[config.mk]
export PLATFORM = sky130hd
export DESIGN_NAME = uart_tx_framer
export DESIGN_NICKNAME = d
export VERILOG_FILES = /design/src/rtl/uart_tx_framer.sv
export SDC_FILE = /design/constraint.sdc
export NUM_CORES = 1
export LEC_CHECK = 0
export ABC_AREA = 1
export CORE_MARGIN = 2
export CORE_UTILIZATION = 57
export DETAILED_ROUTE_END_ITERATION = 8
export PLACE_DENSITY = 0.83
export SETUP_SLACK_MARGIN = 0.05
export SLEW_MARGIN = 20
export SYNTH_ARGS = -nofsm -noshare
export SYNTH_HDL_FRONTEND = slang
export SYNTH_SLANG_ARGS = --single-unit
[constraint.sdc]
create_clock -name clk -period 2.4 [get_ports clk]
set_input_delay 0.48 -clock clk [delete_from_list [all_inputs] [get_ports clk]]
set_output_delay 0.48 -clock clk [all_outputs]
set_load 0.01 [all_outputs]
[src/rtl/uart_tx_framer.sv]
// uart_tx_framer: serialises one parallel word per request into an asynchronous
// serial frame: a start bit, DATA_WIDTH payload bits, an optional parity bit and
// one or two stop bits. The frame advances only on bit_tick, so the baud rate is
// set entirely by the external baud generator.
//
// Ports:
//   clk        - sole clock, rising edge
//   rst        - asynchronous active-high reset
//   p_data     - parallel payload, sampled only when a word is accepted
//   data_valid - request to send p_data (ignored while busy)
//   bit_tick   - one-cycle bit-period strobe (ignored while idle)
//   ready      - high when a new word can be accepted (idle)
//   busy       - high while a frame is on the line
//   ser_data   - registered serial output, idles at 1
//   done       - one-cycle pulse on the first idle cycle after a frame
module uart_tx_framer #(
    parameter int unsigned DATA_WIDTH = 8,
    parameter int unsigned MSB_FIRST  = 0,
    parameter int unsigned PARITY_EN  = 1,
    parameter int unsigned PARITY_ODD = 0,
    parameter int unsigned STOP_BITS  = 1
) (
    input  logic                  clk,
    input  logic                  rst,
    input  logic [DATA_WIDTH-1:0] p_data,
    input  logic                  data_valid,
    input  logic                  bit_tick,
    output logic                  ready,
    output logic                  busy,
    output logic                  ser_data,
    output logic                  done
);

    localparam int unsigned CntWidth = $clog2(DATA_WIDTH) + 1;
    localparam logic [CntWidth-1:0] LastBit  = CntWidth'(DATA_WIDTH - 1);
    localparam logic [CntWidth-1:0] LastStop = CntWidth'(STOP_BITS - 1);

    typedef enum logic [2:0] {
        StIdle,
        StStart,
        StData,
        StParity,
        StStop
    } state_t;

    state_t                state_q, state_d;
    logic [DATA_WIDTH-1:0] shift_q, shift_d;
    logic [CntWidth-1:0]   cnt_q, cnt_d;
    logic                  par_q, par_d;
    logic                  ser_q, ser_d;
    logic                  done_q, done_d;

    // Next-state, datapath and the value ser_data must show in the next state.
    always_comb begin
        state_d = state_q;
        shift_d = shift_q;
        cnt_d   = cnt_q;
        par_d   = par_q;
        done_d  = 1'b0;

        unique case (state_q)
            StIdle: begin
                if (data_valid) begin
                    shift_d = p_data;
                    par_d   = (^p_data) ^ (PARITY_ODD != 0);
                    cnt_d   = '0;
                    state_d = StStart;
                end
            end
            StStart: begin
                if (bit_tick) begin
                    state_d = StData;
                end
            end
            StData: begin
                if (bit_tick) begin
                    // Move the next payload bit onto the output end.
                    if (MSB_FIRST != 0) begin
                        shift_d = {shift_q[DATA_WIDTH-2:0], 1'b0};
                    end else begin
                        shift_d = {1'b0, shift_q[DATA_WIDTH-1:1]};
                    end
                    if (cnt_q == LastBit) begin
                        cnt_d   = '0;
                        state_d = (PARITY_EN != 0) ? StParity : StStop;
                    end else begin
                        cnt_d = cnt_q + 1'b1;
                    end
                end
            end
            StParity: begin
                if (bit_tick) begin
                    state_d = StStop;
                end
            end
            StStop: begin
                // The bit counter is reused to count stop bits.
                if (bit_tick) begin
                    if (cnt_q == LastStop) begin
                        cnt_d   = '0;
                        state_d = StIdle;
                        done_d  = 1'b1;
                    end else begin
                        cnt_d = cnt_q + 1'b1;
                    end
                end
            end
            default: begin
                state_d = StIdle;
            end
        endcase

        unique case (state_d)
            StIdle:   ser_d = 1'b1;
            StStart:  ser_d = 1'b0;
            StData:   ser_d = (MSB_FIRST != 0) ? shift_d[DATA_WIDTH-1] : shift_d[0];
            StParity: ser_d = par_d;
            StStop:   ser_d = 1'b1;
            default:  ser_d = 1'b1;
        endcase
    end

    always_ff @(posedge clk or posedge rst) begin
        if (rst) begin
            state_q <= StIdle;
            shift_q <= '0;
            cnt_q   <= '0;
            par_q   <= 1'b0;
            ser_q   <= 1'b1;
            done_q  <= 1'b0;
        end else begin
            state_q <= state_d;
            shift_q <= shift_d;
            cnt_q   <= cnt_d;
            par_q   <= par_d;
            ser_q   <= ser_d;
            done_q  <= done_d;
        end
    end

    assign ready    = (state_q == StIdle);
    assign busy     = (state_q != StIdle);
    assign ser_data = ser_q;
    assign done     = done_q;

endmodule
---- Word-level counts from Yosys, hierarchy flattened ----
Cells that the tools add are included.
cells by class
  multiplexer cells ....................... 23
  eq/ne operators ......................... 11
  reductions and logical operators ........ 8
  add/sub/neg operators ................... 1
operators by type and width
  kind                                                 count
  2-to-1 mux 3 bit                                     7
  2-to-1 mux 4 bit                                     5
  2-to-1 mux 8 bit                                     2
  one-hot mux 8 bit (2 select lines)                   1
  one-hot mux 3 bit (5 select lines)                   1
  equality test 3 x 2 -> 1 bit, second input constant  4
  one-hot mux 4 bit (3 select lines)                   1
  parity 8 bit                                         1
  equality test 3 x 1 -> 1 bit, second input constant  2
  inequality test 2 bit, second input constant         3
  nonzero test 3 bit                                   2
  2-to-1 mux 1 bit                                     5
  adder 4 x 1 -> 4 bit, second input constant          1
  equality test 4 x 3 -> 1 bit, second input constant  1
  zero test 4 bit                                      1
  AND reduction 4 bit                                  1
  equality test 3 bit, second input constant           1
  zero test 3 bit                                      1
  one-hot mux 1 bit (3 select lines)                   1
  AND reduction 3 bit                                  1
  nonzero test 2 bit                                   1
storage, ports and cells
  register bits ........................... 18
  logic and storage cells ................. 50
  bits of input ports ..................... 12
  output and inout bits ................... 4

---- Longest topological paths before layout ----
  depth in word-level cells ............... 6
  gate-level depth with buffers ........... 10
  depth with buffers taken out ............ 10

---- Least setup slack after synthesis ----
No wires, ideal clock.
  path type ............................... register to output
  start point ............................. reg state_q[0]
  end point ............................... out ready
  path slack .............................. 1105 ps
  cell stages (with the launch flop) ...... 4
  data arrival time ....................... 815 ps
  cell sequence ........................... dfrtp_1 nor2_4 nand2_4 inv_1
on the way
  word-level cells in the longest chain between the ends .. 1
ends and longest elaborated chain
  element                   line  source
  start: declaration        46    state_t state_q, state_d;
  start signal: assignment  125   state_q <= StIdle;
  start signal: assignment  132   state_q <= state_d;
  zero test 3 bit           141   assign ready = (state_q == StIdle);
  end: declaration          28    output logic ready,
No other way between the ends.

---- Worst setup path in the final report ----
Same ends and word-level chain as after synthesis.

==> flow_summary.toml <==
[route]
post-route-drc-count = 0
dr.first_iter.drc_count = 25
vias_per_cell = 5.15
drtAntennaViolNets = 0
top_layer = "met4"
wl_per_cell_microns = 11.4
dr.pass1.iters = 4
wl_met3_microns = 56
route.vias.total = 1061
routed_wirelength_microns = 2340
wl_met2_microns = 1230
met1Wirelength_microns = 1020

[yosys]
synth_area_leaders = "dfrtp_1, nand2_1, inv_1, nand3_1, o21ai_0"
netlist_area_sq_um = 1140
synth_xor_area_share_pct = 0.768
synthAdderAreaFrac_pct = 2.20
synthMuxAreaShare_pct = 0
syn-num-nets = 174
ys_warn_count = 0
synth_compound_area_share_pct = 13.6
synth-seq-area-share_pct = 39.6
yosys.area_share.simple_pct = 34.2
syn_inst = 160
synth_top_family_by_area = "simple AND/OR/NAND/NOR gates"
yosys.area.top_type_share_pct = 37.3
avgSynthCellArea_sq_um = 7.12
ys_types = 27
yosys_register_bits = 18
synth_top_area_cell = "dfrtp_1"

[global_routing]
antenna_found_initial = 0
grt_max_degree = 19
grt_pass1_vias = 1064
overflow = 0
grt_first_pass_wirelength_microns = 4240
grt.total_usage_pct = 22.7

[place]
place_hpwl_microns = 1840
gp_congestion = 0.823
dpl.cell_count = 202
io_buffers = 15
placed_cell_area_sq_um = 1320

[clock_tree]
ctsHoldBuffers = 0
cts_root_buf = "clkbuf_4"
cts_buffers = 3
htree_levels = 1
cts_setup_buffers = 0
cts_tree = "yes"
clkLatencyLatePin_ps = 290
cts_resized = 0
cts_buffer_depth = 2
clk_pin_slew_ps = 100
clock_sinks = 18

[setup_path]
endpoint_kind = "output pin"
critPathMaxFanout = 5
cp-start-kind = "flop"
critPathKind = "flop to output pin"
r2r_slack_ps = 990
crit_arrival_ps = 1680
required_ps = 1920

[die]
num_rows = 16
fp.dieArea_sq_um = 2370
core-area_sq_um = 1920
io_pins = 16
die_x_microns = 48.7
initial_core_util_pct = 59.3
die_y_microns = 48.7

[power]
powerDensity_nw_per_um2 = 987
ir_worst_vdd_v = 0.000575
total_power_mw = 1.34
p_leak_nw = 0.728

[finish]
drive_gt1_share_pct = 9.50
fin_nets = 194
final_area_sq_um = 1360
diodes = 0
layout.cells.most_common = "nand2_1"
final_cells = 206
final_cell_mix = "nand2_1, inv_1, dfrtp_1, clkdlybuf4s50_1, nand3_1"
area_growth_pct = 19.3

[timing]
rsz0062_at_grt = "no"
fin_crit_sh_pct = 90.1
tightest_slew_ps = 673
hold_viol = 0
skew_ps = 0.287
slew_viol_final = 0
setup-violations-final = 0
max-slew-margin-rel_pct = 55.1
period_needed_ps = 2160
finalSetupTns_ps = 0
fmax_ghz = 0.463

[flow_run]
drv_cap = 0

[hold_path]
hp-class = "flop to flop"

[outcome]
status = "complete, no violations"
synth_stat cells:
cell,number
o21ai_0,6
nand2_2,2
o22ai_1,2
dfstp_2,1
a22o_1,1
o21ai_1,1
nor2_1,5
nand3_4,1
o21ai_2,1
nand2_4,2
inv_2,2
or2_1,1
o211ai_1,4
o221ai_1,3
dfrtp_1,17
nand3_1,8
xor2_1,1
inv_1,27
a21boi_0,2
nor2_4,1
nor3_1,1
nor2_2,1
nand2_1,64
nand3_2,1
a21oi_1,2
ha_1,2
a21oi_2,1
per-layer routing:
layer / up-vias / track usage, %
met4: 0 / 9.05
met3: 5 / 2.78
met2: 23 / 43.2
met1: 489 / 25.4
li1: 544 / -
met5: - / 0
cell type report:
type                       instances  area, sq um
inverter                          29          109
fill                             153          562
tap                               27         33.8
clock buffer                       4         36.3
sequential                        18          452
multi-input combinational        113          579
timing repair buffer              15          150
sequential cells by signal, summed over array words and instances, names as in the netlist:
register / flops
shift_q: 8
cnt_q: 4
state_q: 3
done: 1
par_q: 1
ser_data: 1
cell families (layout without fill, tap and decap cells):
logic type,after synthesis,in the layout
xor gates and xnor gates,1,1
buffers and inverters,29,48
adders and majority gates,2,2
AOI/OAI and AO/OA,23,23
DFF,18,18
and+or+nand+nor,87,87
stage by stage:
step / utilization [%] / hold WS [ps] / worst slack (ps)
6_report: 70.8 / 493 / 238
2_1_floorplan: - / 418 / 1110
3_5_place_dp: 68.9 / 468 / 577
5_1_grt: 70.8 / 527 / 165
3_3_place_gp: 68.9 / 466 / 625
4_1_cts: 70.8 / 493 / 247
critical path, cell delays in order, from the launching register on:
cell and delay [ps]:
dfrtp_1 470, nor2_4 220, nand2_4 80, inv_1 90
clkdlybuf4s50_1 530
path summary, 6_finish.rpt:
check | start | to | cells after the start
min in group asynchronous | rst | shift_q[5]$_DFFE_PP0P_ | 2
max reg2reg | state_q[0]$_DFF_PP0_ | cnt_q[1]$_DFFE_PP0P_ | 6
min | cnt_q[3]$_DFFE_PP0P_ | cnt_q[3]$_DFFE_PP0P_ | 2
min reg2reg | cnt_q[3]$_DFFE_PP0P_ | cnt_q[3]$_DFFE_PP0P_ | 2
max in group asynchronous | rst | state_q[2]$_DFF_PP0_ | 2
max | state_q[0]$_DFF_PP0_ | ready | 4
where the power goes:
| part | total (mW) | internal (mW) | switching, mW |
|---|---|---|---|
| Sequential | 0.497 | 0.420 | 0.0774 |
| Combinational | 0.657 | 0.261 | 0.396 |
| Clock | 0.188 | 0.0924 | 0.0952 |
| Total | 1.34 | 0.773 | 0.568 |
No activity file was read; power rests on OpenSTA's default activity.
